`src/rtl/bytebasher_pkg.sv`:
```
// rtl/bytebasher_pkg.sv - shared box-code widths, debounce default, score limits and BCD helper
package bytebasher_pkg;

  localparam int              BOX_W                   = 3;
  localparam logic [BOX_W-1:0] BOX_NONE               = 3'd0;
  localparam int              DEBOUNCE_CYCLES_DEFAULT = 500000;
  localparam logic [7:0]      SCORE_MAX_BCD           = 8'h99;
  localparam logic [3:0]      MISS_MAX                = 4'd15;

  typedef enum logic {
    ST_IDLE,
    ST_WAIT_RELEASE
  } hit_state_t;

  // Two-digit BCD increment that holds at 99.
  function automatic logic [7:0] bcd_inc_sat(input logic [7:0] v);
    if (v == SCORE_MAX_BCD)
      return v;
    else if (v[3:0] == 4'd9)
      return {v[7:4] + 4'd1, 4'd0};
    else
      return {v[7:4], v[3:0] + 4'd1};
  endfunction

endpackage

```
`src/rtl/sensor_debounce.sv`:
```
// rtl/sensor_debounce.sv - two-flop synchronizer followed by a stable-count debouncer
module sensor_debounce
  import bytebasher_pkg::*;
#(
  parameter int DEBOUNCE_CYCLES = DEBOUNCE_CYCLES_DEFAULT
) (
  input  logic             clk,
  input  logic             rst,
  input  logic [BOX_W-1:0] raw_code,
  output logic [BOX_W-1:0] stable_code,
  output logic             settled
);

  localparam int             CNT_W    = $clog2(DEBOUNCE_CYCLES + 1);
  localparam logic [CNT_W-1:0] CNT_LAST = CNT_W'(DEBOUNCE_CYCLES - 1);
  // The stable register loads on the edge the counter reaches CNT_LAST.
  localparam logic [CNT_W-1:0] CNT_LOAD = CNT_W'(DEBOUNCE_CYCLES - 2);

  logic [BOX_W-1:0] sync1;
  logic [BOX_W-1:0] sync2;
  logic [BOX_W-1:0] candidate;
  logic [CNT_W-1:0] count;

  always_ff @(posedge clk or posedge rst) begin
    if (rst) begin
      sync1       <= BOX_NONE;
      sync2       <= BOX_NONE;
      candidate   <= BOX_NONE;
      count       <= '0;
      stable_code <= BOX_NONE;
      settled     <= 1'b0;
    end else begin
      sync1 <= raw_code;
      sync2 <= sync1;
      if (sync2 != candidate) begin
        candidate <= sync2;
        count     <= '0;
        settled   <= 1'b0;
      end else begin
        if (count != CNT_LAST)
          count <= count + 1'b1;
        if (count >= CNT_LOAD) begin
          stable_code <= candidate;
          settled     <= 1'b1;
        end
      end
    end
  end

endmodule

```
`src/rtl/sensor_hit_tracker.sv`:
```
// rtl/sensor_hit_tracker.sv - strike detection FSM, one-deep hit event slot, score and miss counters
module sensor_hit_tracker
  import bytebasher_pkg::*;
#(
  parameter int DEBOUNCE_CYCLES = DEBOUNCE_CYCLES_DEFAULT
) (
  input  logic             CLOCK_50,
  input  logic             reset,
  input  logic [BOX_W-1:0] box_address,
  input  logic [BOX_W-1:0] target_box,
  input  logic             target_valid,
  output logic             hit_valid,
  output logic [BOX_W-1:0] hit_box,
  output logic             hit_match,
  input  logic             hit_ready,
  output logic [7:0]       score_bcd,
  output logic [3:0]       miss_count,
  output logic             overrun
);

  logic [BOX_W-1:0] stable_code;
  logic             settled;
  hit_state_t       state;
  logic             armed;
  logic             strike;
  logic             slot_free;
  logic             new_match;

  sensor_debounce #(
    .DEBOUNCE_CYCLES(DEBOUNCE_CYCLES)
  ) u_debounce (
    .clk        (CLOCK_50),
    .rst        (reset),
    .raw_code   (box_address),
    .stable_code(stable_code),
    .settled    (settled)
  );

  // A sensor held through reset must be seen to settle at 0 before it can strike.
  assign strike    = (state == ST_IDLE) && armed && (stable_code != BOX_NONE);
  assign slot_free = !hit_valid || hit_ready;
  assign new_match = target_valid && (target_box == stable_code);

  always_ff @(posedge CLOCK_50 or posedge reset) begin
    if (reset) begin
      state      <= ST_IDLE;
      armed      <= 1'b0;
      hit_valid  <= 1'b0;
      hit_box    <= BOX_NONE;
      hit_match  <= 1'b0;
      score_bcd  <= 8'h00;
      miss_count <= 4'd0;
      overrun    <= 1'b0;
    end else begin
      if (settled && (stable_code == BOX_NONE))
        armed <= 1'b1;

      case (state)
        ST_IDLE:         if (strike) state <= ST_WAIT_RELEASE;
        ST_WAIT_RELEASE: if (stable_code == BOX_NONE) state <= ST_IDLE;
        default:         state <= ST_IDLE;
      endcase

      if (strike && slot_free) begin
        hit_valid <= 1'b1;
        hit_box   <= stable_code;
        hit_match <= new_match;
        if (new_match)
          score_bcd <= bcd_inc_sat(score_bcd);
        else if (miss_count != MISS_MAX)
          miss_count <= miss_count + 4'd1;
      end else begin
        if (strike)
          overrun <= 1'b1;
        if (hit_valid && hit_ready)
          hit_valid <= 1'b0;
      end
    end
  end

endmodule
```
`config.mk`:
```
export PLATFORM = sky130hd
export DESIGN_NAME = sensor_hit_tracker
export DESIGN_NICKNAME = d
export VERILOG_FILES = /design/src/rtl/bytebasher_pkg.sv /design/src/rtl/sensor_debounce.sv /design/src/rtl/sensor_hit_tracker.sv
export SDC_FILE = /design/constraint.sdc
export NUM_CORES = 1
export LEC_CHECK = 0
export ABC_AREA = 1
export BUFFER_PORTS_ARGS = -buffer_cell sky130_fd_sc_hd__buf_2
export CAP_MARGIN = 20
export CORE_MARGIN = 3
export CORE_UTILIZATION = 52
export DETAILED_ROUTE_END_ITERATION = 10
export PLACE_DENSITY = 0.75
export SKIP_LAST_GASP = 1
export SLEW_MARGIN = 40
export SYNTH_ARGS = -nofsm -noshare
export SYNTH_HDL_FRONTEND = slang
export SYNTH_SLANG_ARGS = --single-unit
```
`constraint.sdc`:
```
create_clock -name CLOCK_50 -period 1.39 [get_ports CLOCK_50]
set_clock_uncertainty 0.05 [all_clocks]
set_input_delay 0.139 -clock CLOCK_50 [delete_from_list [all_inputs] [get_ports CLOCK_50]]
set_output_delay 0.139 -clock CLOCK_50 [all_outputs]
set_load 0.01 [all_outputs]
```
==> run summary, run 1 <==
CTS Buffer Depth -> 2
Final WS setup -> -0.223 ns
Overflow after GRT -> 0
fin area -> 0.00349 mm²
final core utilization -> 73.0%
total chip power -> 2.59 mW
Post-synth EDFFs -> 0
Yosys reg bits -> 52
FFs w/ async S/R, synth -> 100%
commonest non-fill, non-tap cell in the layout -> nand2_1
# DRC -> 0
worst stage delay on the critical path -> 0.38 ns
Root Buffer -> clkbuf_8
Crit path top cell by count -> nor2_4
failing checks -> negative setup slack
syn nets -> 338
Max Fclk -> 620 MHz
ANT cells -> 0
Layout Cells excl Fill -> 470
Final Net Count -> 417
number of placed I/O pins -> 28
Die Wd -> 76.9 µm
nature of the critical path endpoint -> flip-flop
setup TNS -> -2.66 ns
Pre-antenna DRT Iters -> 6
Clk Latency, worst-skew pair -> 0.30 ns
largest net degree at the start of global routing -> 46
RSZ-0062 raised after global routing -> yes
initial antenna violation count -> 0
final setup violating endpoints -> 25
Synth Warn # -> 0
core area -> 0.00479 mm²
Max Cap Viol -> 0
crit path max fanout -> 8
Main synth FF type -> dfrtp_1
GP Congestion -> 0.835
min-delay worst type -> input pin to flip-flop
Setup WS pre-CTS -> -0.174 ns
sequential share of the synthesized area -> 49.7%
Reg clk slew, reported paths -> 0.10 ns
Worst-Margin Slew -> 0.404 ns
Crit Path Class -> flip-flop to flip-flop
min cycle time layout -> 1.61 ns
mapped cell area -> 0.00262 mm²
critical-path cell list -> ha_2 -> nand2_2 -> nor2_4 -> nand4_1 -> nor2_4 -> nand2_1 -> o21ai_1 -> nor2_1
clk sinks -> 52
DRT iter0 DRCs -> 176
status -> complete, but fails checks
fillers -> 360
site row count -> 25
CTS tree -> done
IO buf count -> 27
Slowest-stage cell, CP -> dfrtp_1
Required @ worst endpoint -> 1.53 ns
placed cell areas -> 0.00312 mm²
total leakage power -> 1.80 nW
Peak VDD IR -> 797 µV
power per cell area -> 743 mW/mm²
Critical Path AT -> 1.75 ns
Mean Syn Cell Area -> 8.10 µm²
Startpoint Class -> flip-flop
Final Hold Fails -> 0
Num CTS Buffers -> 5
vias per cell -> 4.92
die area -> 0.00592 mm²
Antenna Nets Post-Route -> 0
Initial Utilization -> 54.7%
max-slew violation count -> 0
global-route wire length before repair -> 10.0 mm
post-synth cell types -> 28
Min Hold Slack -> 0.0832 ns
total number of vias -> 2,312
DP HPWL -> 3.86 mm
share of the cycle needed by the critical path after routing -> 116%
commonest cells after routing, fill and taps aside -> 74 x nand2_1, 52 x dfrtp_1, 39 x inv_1, 39 x buf_4
H-tree lvl count -> 2
Rel. slew slack -> 72.9%
die height -> 76.9 µm
layout cells sized above 1 -> 32.8%
placed cell count -> 450
final wirelength -> 5.63 mm
Cells after Synth -> 323
number of global-route vias before repair -> 2,314
detailed-route wire length per cell -> 12.0 µm
area added between synthesis and finish -> 33.5%
GRT Total Usage -> 20.7%
==> repair_timing <==
action | in CTS | in global routing
resized for setup | 29 | 25
pin swaps | 23 | 16
hold buffers | 4 | 0
endpoints found under the hold margin | 55 | 0
setup buffers | 6 | 2
setup endpoints to repair | 29 | 36
==> power breakdown <==
part           leakage (nW)  internal, mW  switching [mW]
clock network        0.0485         0.362           0.509
registers             0.684          1.54          0.0146
logic                  1.07        0.0775          0.0962
==> path summary, 6_finish.rpt <==
kind / from / end / slack [ns] / cells past startpoint
min in group asynchronous: reset / score_bcd[2] / 0.25 / 3
setup / recovery: u_debounce.count[0] / u_debounce.count[14] / -0.22 / 8
setup reg to reg: u_debounce.count[0] / u_debounce.count[14] / -0.22 / 8
max in group asynchronous: reset / u_debounce.candidate[0] / 0.57 / 4
hold reg to reg: u_debounce.sync1[0] / u_debounce.sync2[0] / 0.30 / 0
hold / removal: hit_ready / hit_valid / 0.08 / 4
==> flip-flops by register name, indices dropped and copies added, names as in the netlist <==
name                    cells
hit_valid                   1
u_debounce.sync1            3
hit_box                     3
hit_match                   1
state                       1
overrun                     1
u_debounce.sync2            3
u_debounce.stable_code      3
miss_count                  4
score_bcd                   8
u_debounce.settled          1
u_debounce.candidate        3
armed                       1
u_debounce.count           19
==> kinds of logic (layout without fill, tap and decap cells) <==
group	count (synthesis)	count (layout)	synth area share, %
AND/OR/NAND/NOR	167	167	29.2
buffers and inverters	52	132	7.65
XOR/XNOR	12	12	4.02
flip-flops	52	52	49.7
AO/OA/AOI/OAI	35	35	7.03
adder cells (fa/ha/maj)	5	5	2.39
==> critical path, delay by kind of cell (launching register included) <==
kind	cells	cell delay, ns
fa+ha+maj	1	0.19
flops	1	0.38
simple gates	6	0.75
compound gates	1	0.13
==> synthesized netlist by cell type (4+ instances only) <==
cell / instances / area, µm²
xor2_1: 6 / 52.6
inv_1: 44 / 165
a21oi_1: 12 / 60.1
dfrtp_1: 52 / 1300
nor2_4: 5 / 56.3
nand2_1: 85 / 319
ha_1: 5 / 62.6
o21ai_0: 17 / 85.1
nor2_1: 30 / 113
nand4_1: 4 / 25.0
nand3_1: 22 / 110
nor3_1: 9 / 45.0
xnor2_1: 6 / 52.6
==> final cells by class <==
type | instances | area [µm²] | share of cell area [%]
Sequential cell | 52 | 1300 | 37.3
Inverter | 47 | 180 | 5.16
Timing Repair Buffer | 77 | 556 | 15.9
Multi-Input combinational cell | 219 | 1280 | 36.7
Clock buffer | 5 | 68.8 | 1.97
Tap cell | 67 | 83.8 | 2.40
Clock inverter | 3 | 22.5 | 0.645
==> per-layer routing <==
layer | GRT usage [%] | part of all wire, %
met3 | 3.29 | 3.9
met2 | 36.8 | 52
met4 | 5.62 | 1.0
met1 | 26.0 | 43
met5 | 0 | 0
No activity file was read; power rests on OpenSTA's default activity.
==> run 2, diff against run 1 <==
ABC_AREA = default   (was 1)
==> run 2 against run 1 <==
  * Worst hold slack better by 0.11 ns
  * Clock power up 1%
  * Clock-buffer cell count unchanged
  * Fmax down 19%
  * Utilization up 9.1 points
  * Largest cell class is now multi-input combinational cells
  * The flow still finishes with violations (negative setup slack)
  * Critical path type unchanged
  * Power down 1.7%
  * Register-to-register slack worse by 0.37 ns
==> run summary, run 2 <==
biggest regs -> u_debounce.count: 19 flops, score_bcd: 8 flops, miss_count: 4 flops
nature of the critical path endpoint -> flip-flop
Num CTS Buffers -> 5
most frequent cells after synthesis -> 52 x dfrtp_1, 25 x nor2_1, 17 x xnor2_1
count leader, synth -> dfrtp_1
Rel. slew slack -> 73.0%
detailed-route wire length per cell -> 17.1 µm
final setup violating endpoints -> 39
min cycle time layout -> 1.99 ns
CP bufs+invs -> 1
Cells after Synth -> 223
Die Wd -> 74.1 µm
area added between synthesis and finish -> 50.2%
Clk Latency, worst-skew pair -> 0.31 ns
final core utilization -> 82.1%
Yosys reg bits -> 52
mapped cell area -> 0.00241 mm²
IO buf count -> 27
syn nets -> 238
leading area contributor after synthesis -> dfrtp_1
clk sinks -> 52
Overflow after GRT -> 0
post-synth top area share -> 53.9%
power per cell area -> 704 mW/mm²
commonest cells after routing, fill and taps aside -> 52 x buf_4, 50 x dfrtp_1, 27 x buf_2, 20 x nor2_1, 19 x buf_6
Slowest-stage cell, CP -> or4b_4
Final Hold Fails -> 0
layout cells sized above 1 -> 51.1%
Final Net Count -> 341
GRT Total Usage -> 23.7%
# DRC -> 0
global-route wire length before repair -> 9.87 mm
total chip power -> 2.55 mW
total number of vias -> 2,087
Crit Path Class -> flip-flop to flip-flop
Antenna Nets Post-Route -> 0
Worst-Margin Slew -> 0.403 ns
site row count -> 24
max reg flops -> 19
Setup WS pre-CTS -> -0.515 ns
Max Fclk -> 504 MHz
Synth Warn # -> 0
GP Congestion -> 0.803
Main synth FF type -> dfrtp_1
largest net degree at the start of global routing -> 53
post-synth cell types -> 43
ANT cells -> 0
RSZ-0062 raised after global routing -> yes
DRT iter0 DRCs -> 106
Final WS setup -> -0.596 ns
vias per cell -> 5.51
Critical Path AT -> 2.14 ns
setup TNS -> -10.52 ns
delay-heaviest family, CP -> simple AND/OR/NAND/NOR gates
total leakage power -> 1.76 nW
Most flops, register -> u_debounce.count
FFs w/ async S/R, synth -> 100%
DP HPWL -> 3.74 mm
max-slew violation count -> 0
fin area -> 0.00362 mm²
status -> complete, but fails checks
Peak VDD IR -> 900 µV
top cells by area, synth -> dfrtp_1 54%, xnor2_1 6.2%, nor2_1 3.9%
Initial Utilization -> 54.6%
Reg clk slew, reported paths -> 0.10 ns
critical-path cell list -> or4b_4 -> nor4_4 -> buf_4 -> a31oi_4 -> xnor2_2 -> nor2_1
die area -> 0.00549 mm²
number of global-route vias before repair -> 2,091
CTS Buffer Depth -> 2
crit path max fanout -> 2
placed cell areas -> 0.00312 mm²
number of placed I/O pins -> 28
initial antenna violation count -> 0
worst stage delay on the critical path -> 0.58 ns
final wirelength -> 6.50 mm
H-tree lvl count -> 2
Post-synth EDFFs -> 0
commonest non-fill, non-tap cell in the layout -> buf_4
share of the cycle needed by the critical path after routing -> 143%
die height -> 74.1 µm
Pre-antenna DRT Iters -> 4
sequential share of the synthesized area -> 53.9%
Required @ worst endpoint -> 1.54 ns
Startpoint Class -> flip-flop
CTS tree -> done
min-delay worst type -> input pin to flip-flop
failing checks -> negative setup slack
Root Buffer -> clkbuf_8
Mean Syn Cell Area -> 10.8 µm²
Max Cap Viol -> 0
core area -> 0.00441 mm²
==> run 2: cell count changes after synthesis, moves of 6 or more <==
cell     change
mux2_2       +8
nand2_1     -72
inv_1       -37
and3_1       +6
nand3_1     -12
xnor2_1     +11
o21ai_0     -12
==> run 2: final timing paths <==
check,from,to,slack [ns],cells past startpoint
max,u_debounce.count[14],u_debounce.count[5],-0.60,6
min in group asynchronous,reset,armed,0.37,4
min,hit_ready,hit_valid,0.20,4
max in group asynchronous,reset,u_debounce.count[1],0.67,4
max reg2reg,u_debounce.count[14],u_debounce.count[5],-0.60,6
min reg2reg,u_debounce.sync1[0],u_debounce.sync2[0],0.31,0
==> run 2: cell type report <==
cell class | instances | area, µm²
Inverter | 7 | 30.0
Multi-Input combinational cell | 157 | 1340
Sequential cell | 52 | 1300
Timing Repair Buffer | 103 | 800
Clock inverter | 3 | 21.3
Tap cell | 52 | 65.1
Fill cell | 229 | 791
Clock buffer | 5 | 68.8
==> run 2: per-stage QoR <==
step                std cells  hold slack, ns
detailed placement        351           0.179
global placement          351           0.176
global route              379           0.218
CTS                       370           0.199
finish                    379           0.197
floorplan                 223           0.120
==> run 2: per-layer routing <==
layer	vias up	wire length, µm	GRT usage [%]	part of all wire, %
li1	992	-	-	-
met1	1047	2600	28.3	40
met2	35	3590	41.4	55
met3	13	145	4.32	2.2
met4	0	167	11.1	2.6
met5	-	0	0	0
==> run 2: logic make-up after synthesis <==
logic type,after synthesis,share of synthesized area (%)
compound gates,28,7.42
xor+xnor,24,8.71
fa+ha+maj,5,2.59
buf+inv,14,2.28
flops,52,53.9
mux,8,3.73
simple gates,92,21.3
==> run 2: repair_timing <==
item	in CTS	in global routing
hold endpoints to repair	55	0
hold buffers	4	0
buffers inserted	7	10
endpoints found under the setup margin	38	38
pin swaps	23	29
gates resized for setup	34	22
==> run 2: tightest hold or removal path, cell delays in order <==
cell      delay, ns
buf_2          0.07
nand2b_1       0.13
buf_4          0.12
nand2_1        0.04
==> run 2: where the power goes <==
part	internal, mW	switching [mW]
Clock	0.358	0.522
Sequential	1.53	0.00965
Combinational	0.0553	0.0769
Total	1.94	0.608
